--- src/rtl/sppm_pulse_qualifier.sv ---
// SPPM detector pulse qualifier: synchronise, glitch-filter, edge-detect, enforce spacing, count per window.
// Define SPPM_GAP_CHECK_EN to enable the minimum-spacing check between accepted pulses.
module sppm_pulse_qualifier #(
    parameter int WINDOW_CYCLES = 400000,
    parameter int FILTER_LEN    = 4,
    parameter int MIN_GAP       = 40
) (
    input  logic        clk400M,
    input  logic        rst,
    input  logic        sppm,
    output logic        pulse_out,
    output logic [16:0] rate_cnt,
    output logic        rate_valid,
    output logic        rate_sat,
    output logic        gap_err
);

    localparam int               WIN_W    = (WINDOW_CYCLES > 1) ? $clog2(WINDOW_CYCLES) : 1;
    localparam logic [3:0]       RUN_LAST = 4'(FILTER_LEN - 1);
    localparam logic [WIN_W-1:0] WIN_LAST = WIN_W'(WINDOW_CYCLES - 1);
    localparam logic [16:0]      ACC_MAX  = 17'h1FFFF;

    logic [1:0]       sync_q, sync_d;
    logic             filt_q, filt_d;
    logic             filt_prev_q, filt_prev_d;
    logic [3:0]       run_q, run_d;
    logic [1:0]       init_q, init_d;
    logic             armed_q, armed_d;
    logic [WIN_W-1:0] win_q, win_d;
    logic [16:0]      acc_q, acc_d;
    logic             sat_q, sat_d;
    logic [16:0]      rate_cnt_q, rate_cnt_d;
    logic             rate_sat_q, rate_sat_d;
    logic             rate_valid_q, rate_valid_d;
    logic             pulse_out_q, pulse_out_d;
    logic             cand;
    logic             accept;
    logic [16:0]      acc_sum;
    logic             acc_sat;

    // Edges are ignored until the filter has been seen low on real synchronised data,
    // so an input held high across reset release never produces a pulse.
    assign cand = filt_q & ~filt_prev_q & armed_q;

`ifdef SPPM_GAP_CHECK_EN
    localparam logic [7:0] GAP_MAX = 8'(MIN_GAP);

    logic [7:0] gap_q, gap_d;
    logic       gap_err_q, gap_err_d;

    always_comb begin
        accept    = cand && (gap_q >= GAP_MAX);
        gap_err_d = cand && !accept;
        gap_d     = gap_q;
        if (accept) begin
            gap_d = 8'd0;
        end else if (gap_q < GAP_MAX) begin
            gap_d = gap_q + 8'd1;
        end
    end

    always_ff @(posedge clk400M) begin
        if (rst) begin
            gap_q     <= GAP_MAX;
            gap_err_q <= 1'b0;
        end else begin
            gap_q     <= gap_d;
            gap_err_q <= gap_err_d;
        end
    end

    assign gap_err = gap_err_q;
`else
    assign accept  = cand;
    assign gap_err = 1'b0;
`endif

    always_comb begin
        sync_d      = {sync_q[0], sppm};
        filt_d      = filt_q;
        run_d       = 4'd0;
        filt_prev_d = filt_q;
        if (sync_q[1] != filt_q) begin
            if (run_q == RUN_LAST) begin
                filt_d = ~filt_q;
            end else begin
                run_d = run_q + 4'd1;
            end
        end
        // init_q reaches 2 once sync_q[1] carries a post-reset sample of sppm
        init_d  = (init_q == 2'd2) ? init_q : init_q + 2'd1;
        armed_d = armed_q | ((init_q == 2'd2) && !filt_q && !sync_q[1]);

        acc_sum = (accept && (acc_q != ACC_MAX)) ? acc_q + 17'd1 : acc_q;
        acc_sat = sat_q | (accept && (acc_q == ACC_MAX));

        win_d        = win_q + WIN_W'(1);
        acc_d        = acc_sum;
        sat_d        = acc_sat;
        rate_cnt_d   = rate_cnt_q;
        rate_sat_d   = rate_sat_q;
        rate_valid_d = 1'b0;
        if (win_q == WIN_LAST) begin
            win_d        = '0;
            acc_d        = 17'd0;
            sat_d        = 1'b0;
            rate_cnt_d   = acc_sum;
            rate_sat_d   = acc_sat;
            rate_valid_d = 1'b1;
        end
        pulse_out_d = accept;
    end

    always_ff @(posedge clk400M) begin
        if (rst) begin
            sync_q       <= 2'b00;
            filt_q       <= 1'b0;
            filt_prev_q  <= 1'b0;
            run_q        <= 4'd0;
            init_q       <= 2'd0;
            armed_q      <= 1'b0;
            win_q        <= '0;
            acc_q        <= 17'd0;
            sat_q        <= 1'b0;
            rate_cnt_q   <= 17'd0;
            rate_sat_q   <= 1'b0;
            rate_valid_q <= 1'b0;
            pulse_out_q  <= 1'b0;
        end else begin
            sync_q       <= sync_d;
            filt_q       <= filt_d;
            filt_prev_q  <= filt_prev_d;
            run_q        <= run_d;
            init_q       <= init_d;
            armed_q      <= armed_d;
            win_q        <= win_d;
            acc_q        <= acc_d;
            sat_q        <= sat_d;
            rate_cnt_q   <= rate_cnt_d;
            rate_sat_q   <= rate_sat_d;
            rate_valid_q <= rate_valid_d;
            pulse_out_q  <= pulse_out_d;
        end
    end

    assign pulse_out  = pulse_out_q;
    assign rate_cnt   = rate_cnt_q;
    assign rate_valid = rate_valid_q;
    assign rate_sat   = rate_sat_q;

endmodule

--- config.mk ---
export PLATFORM = sky130hd
export DESIGN_NAME = sppm_pulse_qualifier
export DESIGN_NICKNAME = d
export VERILOG_FILES = /design/src/rtl/sppm_pulse_qualifier.sv
export SDC_FILE = /design/constraint.sdc
export NUM_CORES = 1
export LEC_CHECK = 0
export BUFFER_PORTS_ARGS = -buffer_cell sky130_fd_sc_hd__buf_2
export CORE_ASPECT_RATIO = 0.5
export CORE_UTILIZATION = 45
export DETAILED_ROUTE_END_ITERATION = 10
export HOLD_SLACK_MARGIN = 0.08
export PLACE_DENSITY = 0.74
export SYNTH_ARGS = -nofsm -noshare
export SYNTH_HDL_FRONTEND = slang
export SYNTH_SLANG_ARGS = --single-unit
--- constraint.sdc ---
create_clock -name clk400M -period 3.1 [get_ports clk400M]
set_input_delay 0 -clock clk400M [delete_from_list [all_inputs] [get_ports clk400M]]
set_output_delay 0 -clock clk400M [all_outputs]
set_load 0.005 [all_outputs]
==> flow_summary.yaml, run 1 <==
power_and_ir_drop:
  ir_drop_v: 0.000373
  clkPwrFrac_pct: 53.0
  p_sw_mw: 0.430
  powerDensity_nw_per_um2: 625
  seqPwrFrac_pct: 43.3
  leakage_nw: 1.22
  p_int_mw: 1.68
  pwr-share-comb_pct: 3.7
  p_sw_share_pct: 20.4
  totalPowerFinal_mw: 2.11
synth:
  yosysWarningCount: 0
  ys_ff_latch: 68
  synth.distinct_cells: 46
  synth_top_area_share_pct: 48.4
  synth_area_um2: 2820
  syn_avg_cell_area_um2: 9.58
  ys.flop_type: "dfxtp_1"
  synth_fp_nets: 302
  syn_inst: 294
  synth-edff-count: 0
  synth_area_leader_cell: "dfxtp_1"
  ys_async_sr_fraction_pct: 0
  synth_seq_area_share_pct: 48.4
  synth_area_leaders: "dfxtp_1, xnor2_1, nor2_1, o2bb2ai_1, xor2_1"
cts:
  numCtsBuffers: 9
  clock_latency_ns: 0.33
  cts.sinks: 68
  clock_path_buffers: 2
  cts_tree: "built"
  post_cts_buffers: 0
  htreeDepth: 3
  path_clk_slew_ns: 0.06
  clockRootBuffer: "clkbuf_16"
worst_setup_path:
  end_kind: "flip-flop"
  required_ns: 3.36
  crit_top_cell: "ha_1"
  slowest_stage: "or4_4"
  start_kind: "flip-flop"
  crit_family: "simple AND/OR/NAND/NOR gates"
  max_stage_delay_ns: 0.51
  cp.arrival_ns: 2.83
  crit_fanout: 11
  crit_type: "reg -> reg"
  critPathBufInv: 1
  worstPathCellList: "ha_1, nand4_1, nor4_1, ha_1, nand4bb_1, buf_4, or4_4, or3_4, a21oi_1"
floorplanning:
  die_h_um: 57.9
  start_util_pct: 48.9
  die_width_um: 114
  rows: 19
  io_pins: 24
  die_area_um2: 6600
  core_um2: 5750
finish:
  area_delta_synth_final_pct: 19.8
  drive_above_1_share_pct: 16.2
  mostFrequentLayoutCells: "dfxtp_1, nor2_1, buf_2"
  final_common_cell: "dfxtp_1"
  fin_area_um2: 3370
  n_antenna_cell: 0
  fillers: 485
  instances_no_fill: 412
  nets: 331
job:
  max_cap_viol_count: 0
place:
  portBuffers: 22
  place_area_um2: 3010
  place_congestion: 0.825
  place_hpwl_mm: 3.79
  placed_cells: 393
timing:
  relSlewSlack_pct: 43.8
  worst_pin_slew_ns: 0.843
  finalSetupTns_ns: 0
  rsz0062_at_grt: "false"
  hold_viol: 0
  period_needed_ns: 2.56
  clock-skew-final_ns: 0.00672
  setup-violations-final: 0
  slew_violations: 0
  hold_slack_ns: 0.448
  fmax_mhz: 390
  fin_crit_sh_pct: 82.7
routing:
  viasPerCell: 5.30
  drc_errors: 0
  drtIter0Drc: 56
  num_vias: 2185
  antenna_left: 0
  drt_wl_total_mm: 5.51
  wl_per_cell_um: 13.4
  drtPass1Iterations: 4
min_path:
  hold_class: "reg -> reg"
global_routing:
  grtUsageTotal_pct: 18.4
  grt_first_pass_wirelength_mm: 9.39
  grt_max_degree: 19
  antenna_found_initial: 0
  grt-ovfl-total: 0
  grt_pass1_vias: 2058
status:
  status: "complete, no violations"
[cell usage after synthesis, drive strengths merged, types with 3 or more instances]
| cell type | instances |
|---|---|
| dfxtp | 68 |
| and3 | 3 |
| xor2 | 8 |
| nor3 | 7 |
| clkbuf | 4 |
| nor2b | 7 |
| xnor2 | 21 |
| o211ai | 3 |
| nand2 | 12 |
| nor2 | 43 |
| a21oi | 9 |
| and4 | 3 |
| nand4 | 11 |
| buf | 6 |
| inv | 9 |
| o21ai | 6 |
| nand3 | 13 |
| ha | 5 |
| or3 | 5 |
| o2bb2ai | 15 |
| mux2i | 3 |
| nor4 | 12 |
[state kept, by name, indices dropped and copies added (netlist names)]
name         flops
rate_cnt        17
armed_q          1
sat_q            1
filt_prev_q      1
sync_q           2
filt_prev_d      1
win_q           19
run_q            4
pulse_out        1
acc_q           17
rate_valid       1
rate_sat         1
init_q           2
[final timing paths]
kind	start	end	slack [ns]	cells past startpoint
setup reg to reg	acc_q[0]	acc_q[15]	0.54	9
hold / removal	run_q[0]	run_q[0]	0.45	1
hold reg to reg	run_q[0]	run_q[0]	0.45	1
setup / recovery	acc_q[0]	acc_q[15]	0.54	9
[metal layers]
metal / GRT usage, % / vias up / routed length [µm]
li1: - / 1104 / -
met1: 22.3 / 1017 / 2580
met2: 30.7 / 51 / 2580
met3: 6.28 / 13 / 260
met4: 7.05 / 0 / 81
met5: 0 / - / 0
[kinds of logic after synthesis]
logic type	Yosys count	share of synthesized area, %
AND/OR/NAND/NOR	129	25.6
other	1	0.133
buffers and inverters	19	2.98
flip-flops	68	48.4
multiplexers	3	1.07
adder cells (fa/ha/maj)	5	2.22
AO/OA/AOI/OAI	40	10.6
XOR/XNOR	29	9.02
[metrics by stage]
step | utilization [%] | setup slack [ns]
after floorplan | - | 0.882
after global placement | 52.3 | 0.631
after detailed placement | 52.3 | 0.572
after CTS | 58.6 | 0.542
after global routing | 58.6 | 0.416
final | 58.6 | 0.536
[cell type report]
type	count	area (µm²)	area share, %
tap	84	105	3.12
inverter	9	33.8	1.00
multi-input combinational	207	1370	40.7
timing repair buffer	28	163	4.82
clock inverter	5	83.8	2.49
sequential	68	1360	40.4
clock buffer	11	253	7.49
[power by group through the flow]
| stage | registers, mW | clock network, mW | logic (mW) |
|---|---|---|---|
| after floorplan | 0.927 | 0 | 0.0612 |
| after detailed placement | 0.931 | 0 | 0.0737 |
| after global routing | 0.915 | 1.17 | 0.0881 |
| final | 0.912 | 1.12 | 0.0781 |
| after global placement | 0.929 | 0 | 0.0699 |
| after CTS | 0.912 | 1.13 | 0.0778 |
[what timing repair did]
item,in CTS,in global routing
resized for setup,0,0
hold endpoints to repair,8,0
hold buffers,3,0
setup endpoints to repair,0,0
Power figures use the tool's default switching activity.
==> run 2, diff against run 1 <==
--- a/config.mk
+++ b/config.mk
@@ -5,12 +5,13 @@
 export SDC_FILE = /design/constraint.sdc
 export NUM_CORES = 1
 export LEC_CHECK = 0
+export ABC_AREA = 1
 export BUFFER_PORTS_ARGS = -buffer_cell sky130_fd_sc_hd__buf_2
 export CORE_ASPECT_RATIO = 0.5
 export CORE_UTILIZATION = 45
 export DETAILED_ROUTE_END_ITERATION = 10
 export HOLD_SLACK_MARGIN = 0.08
-export PLACE_DENSITY = 0.74
+export PLACE_DENSITY = 0.76
 export SYNTH_ARGS = -nofsm -noshare
 export SYNTH_HDL_FRONTEND = slang
 export SYNTH_SLANG_ARGS = --single-unit
==> constraint.sdc (replaced) <==
create_clock -name clk400M -period 2.2 [get_ports clk400M]
set_input_delay 0 -clock clk400M [delete_from_list [all_inputs] [get_ports clk400M]]
set_output_delay 0 -clock clk400M [all_outputs]
set_load 0.005 [all_outputs]
==> run 2 against run 1 <==
  * Sequential cell count is the same
  * Area after synthesis grew 7.9%
  * Sequential share of layout area shrank 2.3 points
  * Worst hold slack lost 0.046 ns
  * Final area grew 5.9%
  * First-iteration DRC count grew 140%
  * Total power grew 34%
  * Worst setup slack lost 0.34 ns
  * Die area grew 7.7%
  * Clock skew shrank 0.0014 ns
  * Largest power group unchanged
==> flow_summary.yaml, run 2 <==
synth:
  ys_ff_latch: 68
  synth_seq_area_share_pct: 44.8
  synth_fp_nets: 432
  syn_avg_cell_area_um2: 7.16
  synth_compound_area_share_pct: 6.05
  synth_top_area_share_pct: 44.8
  synth-adder-area-share_pct: 2.06
  synth.distinct_cells: 28
  synth_top_family_by_area: "simple AND/OR/NAND/NOR gates"
  synth-edff-count: 0
  synth_area_leaders: "dfxtp_1, nand2_1, nor2_1, nand3_1, inv_1"
  synthSimpleGateAreaFrac_pct: 35.0
  yosysWarningCount: 0
  synth_area_um2: 3040
  synth_area_leader_cell: "dfxtp_1"
  synthXorXnorAreaFrac_pct: 3.75
  ys.flop_type: "dfxtp_1"
  synth_mux_area_share_pct: 0
  syn_inst: 424
  yosysMostFrequentCell: "nand2_1"
  ys_async_sr_fraction_pct: 0
  yosys-top-cells-count: "nand2_1, nor2_1, dfxtp_1"
timing:
  setup-violations-final: 0
  slew_violations: 0
  clock-skew-final_ns: 0.00532
  fin_crit_sh_pct: 91.1
  period_needed_ns: 2.00
  fmax_mhz: 499
  rsz0062_at_grt: "false"
  hold_slack_ns: 0.402
  setup_slack_ns: 0.196
  finalSetupTns_ns: 0
  hold_viol: 0
finish:
  n_antenna_cell: 0
  nets: 463
  largest-register: "win_q"
  final_common_cell: "nand2_1"
  drive_above_1_share_pct: 13.0
  fin_area_um2: 3570
  area_delta_synth_final_pct: 17.6
  instances_no_fill: 548
  regArea_um2: 1360
  largest_reg_flops: 19
  fillers: 599
  finish.utilization_pct: 56.9
  multi_input_comb_area_um2: 1440
  mostFrequentLayoutCells: "nand2_1, nor2_1, dfxtp_1"
place:
  place_hpwl_mm: 4.16
  place_area_um2: 3220
  place_congestion: 0.866
  placed_cells: 529
  dp_slack_ns: 0.0853
  portBuffers: 22
worst_setup_path:
  crit_fanout: 13
  crit_top_cell: "nand2_1"
  end_kind: "flip-flop"
  max_stage_delay_ns: 0.34
  start_kind: "flip-flop"
  required_ns: 2.41
  crit_type: "reg -> reg"
  worstPathCellList: "ha_1, nand2_1, nor2_2, nand2_1, nor2_1, ha_1, inv_1, nand2_1, buf_4, or2_2, o21ai_0, o21ai_0"
  slowest_stage: "dfxtp_1"
  cp.arrival_ns: 2.22
routing:
  drtPass1Iterations: 4
  drtIter0Drc: 132
  wl_per_cell_um: 11.0
  drt_wl_total_mm: 6.02
  antenna_left: 0
  drc_errors: 0
  viasPerCell: 4.75
  num_vias: 2605
power_and_ir_drop:
  pwr-share-comb_pct: 3.2
  p_sw_mw: 0.597
  clkPwrFrac_pct: 51.8
  ir_drop_v: 0.000468
  p_int_mw: 2.23
  leakage_nw: 1.44
  seqPwrFrac_pct: 45.0
  totalPowerFinal_mw: 2.83
  powerDensity_nw_per_um2: 791
  p_sw_share_pct: 21.1
cts:
  clockRootBuffer: "clkbuf_16"
  clock_path_buffers: 2
  numCtsBuffers: 9
  path_clk_slew_ns: 0.06
  htreeDepth: 3
  cts.sinks: 68
  clock_latency_ns: 0.33
  cts_tree: "built"
global_routing:
  antenna_found_initial: 0
  grt-ovfl-total: 0
  grt_pass1_vias: 2371
  grtUsageTotal_pct: 19.3
  grt_first_pass_wirelength_mm: 10.4
  grt_max_degree: 19
floorplanning:
  die_area_um2: 7100
  rows: 20
  die_width_um: 118
  core_um2: 6280
  die_h_um: 60.1
  io_pins: 24
  start_util_pct: 48.4
status:
  status: "complete, no violations"
min_path:
  hold_class: "reg -> reg"
job:
  max_cap_viol_count: 0
-- run 2: repair_timing --
| item | CTS | global route |
|---|---|---|
| resized for setup | 0 | 3 |
| hold endpoints to repair | 6 | 0 |
| setup buffers | 0 | 0 |
| hold buffers | 3 | 0 |
| endpoints found under the setup margin | 0 | 19 |
-- run 2: layout make-up --
| type | count | area share, % |
|---|---|---|
| Sequential cell | 68 | 38.1 |
| Tap cell | 88 | 3.08 |
| Clock buffer | 11 | 7.07 |
| Multi-Input combinational cell | 302 | 40.3 |
| Clock inverter | 5 | 1.68 |
| Inverter | 42 | 4.41 |
| Timing Repair Buffer | 32 | 5.39 |
-- run 2: metal layers --
layer | track usage (%) | wire, µm | up-vias
met3 | 8.02 | 294 | 8
met4 | 10.1 | 70 | 0
met5 | 0 | 0 | -
li1 | - | - | 1400
met2 | 30.7 | 2670 | 44
met1 | 22.7 | 2990 | 1153
-- run 2: worst max-delay path, delay by kind of cell, from the launching register on --
family / cells / cell delay, ns
simple gates: 6 / 0.62
fa+ha+maj: 2 / 0.43
flops: 1 / 0.34
buf+inv: 2 / 0.25
compound gates: 2 / 0.23
-- run 2: power by group through the flow --
stage               clock network, mW  registers, mW  logic, mW
floorplan                           0           1.29     0.0761
global placement                    0           1.30     0.0860
detailed placement                  0           1.30     0.0873
CTS                              1.49           1.27     0.0927
global route                     1.54           1.27      0.112
finish                           1.46           1.27     0.0917
-- run 2: cell families after synthesis --
family	after synthesis
adder cells (fa/ha/maj)	5
XOR/XNOR	13
AO/OA/AOI/OAI	36
AND/OR/NAND/NOR	247
other	1
flip-flops	68
buffers and inverters	54
-- run 2: final timing paths --
path | startpoint | end | slack [ns] | cells after the start
min | sync_q[0] | sync_q[1] | 0.40 | 2
max | acc_q[0] | rate_cnt[16] | 0.20 | 12
max reg2reg | acc_q[0] | rate_cnt[16] | 0.20 | 12
min reg2reg | sync_q[0] | sync_q[1] | 0.40 | 2
==> run 3, diff against run 2 <==
--- a/config.mk
+++ b/config.mk
@@ -11,7 +11,7 @@
 export CORE_UTILIZATION = 45
 export DETAILED_ROUTE_END_ITERATION = 10
 export HOLD_SLACK_MARGIN = 0.08
-export PLACE_DENSITY = 0.76
+export PLACE_DENSITY = 0.74
 export SYNTH_ARGS = -nofsm -noshare
 export SYNTH_HDL_FRONTEND = slang
 export SYNTH_SLANG_ARGS = --single-unit
==> constraint.sdc (replaced) <==
create_clock -name clk400M -period 1.9 [get_ports clk400M]
set_input_delay 0 -clock clk400M [delete_from_list [all_inputs] [get_ports clk400M]]
set_output_delay 0 -clock clk400M [all_outputs]
set_load 0.005 [all_outputs]
==> run 3 against run 2 <==
  * Maximum frequency is 7.5% higher
  * Register-to-register slack worse by 0.16 ns
  * Critical path depth unchanged
  * Clock power rose by 30%
  * Sequential share of layout area down 1.8 points
  * Clock skew is 0.0014 ns higher
  * Combinational power is 17% higher
  * Die area did not move
  * Utilization rose by 3.1 points
==> flow_summary.yaml, run 3 (same netlist as run 2, synthesis figures left out) <==
place:
  place_congestion: 0.882
  dp_slack_ns: -0.179
  place_hpwl_mm: 4.22
  place_area_um2: 3300
  portBuffers: 22
worst_setup_path:
  max_stage_delay_ns: 0.32
  required_ns: 2.15
  slowest_stage: "dfxtp_2"
  start_kind: "flip-flop"
  rr_endpoint: "rate_cnt[9]"
  crit_cells: 12
  crit_family: "simple AND/OR/NAND/NOR gates"
  end_kind: "flip-flop"
  crit_start: "acc_q[1]"
  cp-endpoint: "rate_cnt[9]"
  r2r_setup_slack_ns: 0.04
  r2r-start: "acc_q[1]"
  critPathBufInv: 1
  cp.arrival_ns: 2.11
  reg2regPathDepth: 12
  crit_type: "reg -> reg"
  crit_fanout: 11
  worstPathCellList: "ha_2, nand2_2, nor2_4, nand2_2, nor2_2, ha_2, buf_4, nor2_4, nand3_1, nand2_1, nand2_1, o21ai_0"
min_path:
  min_from: "sync_q[0]"
  hold_class: "reg -> reg"
finish:
  final_common_cell: "nand2_1"
  fillers: 576
  mostFrequentLayoutCells: "nand2_1, nor2_1, dfxtp_1"
  largest-register: "win_q"
  n_antenna_cell: 0
  largest_reg_flops: 19
  area_delta_synth_final_pct: 24.0
  nets: 476
  finish.utilization_pct: 60.0
  fin_area_um2: 3770
  drive_above_1_share_pct: 18.9
floorplanning:
  die_h_um: 60.1
  die_width_um: 118
  core_um2: 6280
  io_pins: 24
  start_util_pct: 48.4
  die_area_um2: 7100
  rows: 20
global_routing:
  grt-ovfl-total: 0
  grt_pass1_vias: 2396
  grtUsageTotal_pct: 19.3
  grt_max_degree: 19
  antenna_found_initial: 0
  grt_first_pass_wirelength_mm: 10.4
routing:
  drtIter0Drc: 222
  viasPerCell: 4.87
  drtPass1Iterations: 4
  num_vias: 2725
  drc_errors: 0
  antenna_left: 0
  wl_per_cell_um: 11.3
  drt_wl_total_mm: 6.36
power_and_ir_drop:
  ir_drop_v: 0.000544
  totalPowerFinal_mw: 3.48
  powerDensity_nw_per_um2: 924
  leakage_nw: 1.54
timing:
  period_needed_ns: 1.86
  fmax_mhz: 536
  hold_slack_ns: 0.410
  rsz0062_at_grt: "true"
  hold_viol: 0
  clock-skew-final_ns: 0.00668
  setup-violations-final: 0
  fin_crit_sh_pct: 98.1
  setup_slack_ns: 0.0358
  slew_violations: 0
cts:
  htreeDepth: 3
  numCtsBuffers: 9
  cts_tree: "built"
  clock_path_buffers: 2
  cts.sinks: 68
  path_clk_slew_ns: 0.05
  clock_latency_ns: 0.33
  clockRootBuffer: "clkbuf_16"
job:
  max_cap_viol_count: 0
status:
  status: "complete, no violations"
## run 3: how the worst min path moves through the flow
stage	endpoint	slack, ns	cells past startpoint
3_5_place_dp	sync_q[0]	0.21	3
2_1_floorplan	sync_q[0]	0.11	2
6_report	sync_q[1]	0.41	2
4_1_cts	sync_q[1]	0.42	2
5_1_grt	sync_q[1]	0.44	2
3_3_place_gp	sync_q[0]	0.21	3
## run 3: through the flow
step	setup TNS, ns	cells
floorplan	0	424
global placement	-0.671	539
detailed placement	-1.74	539
CTS	-0.0500	557
global route	-0.277	560
finish	0	560
## run 3: layer usage
metal	share of wire, %	vias to the layer above	track usage, %
li1	-	1420	-
met1	48	1241	22.4
met2	45	51	32.6
met3	4.7	13	7.35
met4	2.0	0	8.24
met5	0	-	0
## run 3: worst min-delay path: stages (launching register included)
cell and delay (ns):
dfxtp_1 0.29, inv_1 0.04, nor2_1 0.03
## run 3: area by class of cell
cell class / instances / area (µm²) / share of cell area, %
timing repair buffer: 45 / 298 / 7.90
tap: 88 / 110 / 2.92
clock inverter: 4 / 97.6 / 2.59
clock buffer: 11 / 243 / 6.44
multi-input combinational: 302 / 1500 / 39.7
inverter: 42 / 158 / 4.18
sequential: 68 / 1370 / 36.3
## run 3: repair_timing
item / CTS / global route
hold buffers: 3 / 0
gates resized for setup: 3 / 27
pin swaps: 0 / 8
buffers inserted: 0 / 3
setup endpoints to repair: 16 / 34
hold endpoints to repair: 6 / 0
## run 3: power breakdown
group | switching [mW] | internal (mW) | total [mW]
logic | 0.0658 | 0.0416 | 0.107
clock network | 0.591 | 1.31 | 1.90
registers | 0.0160 | 1.46 | 1.47
total | 0.673 | 2.81 | 3.48
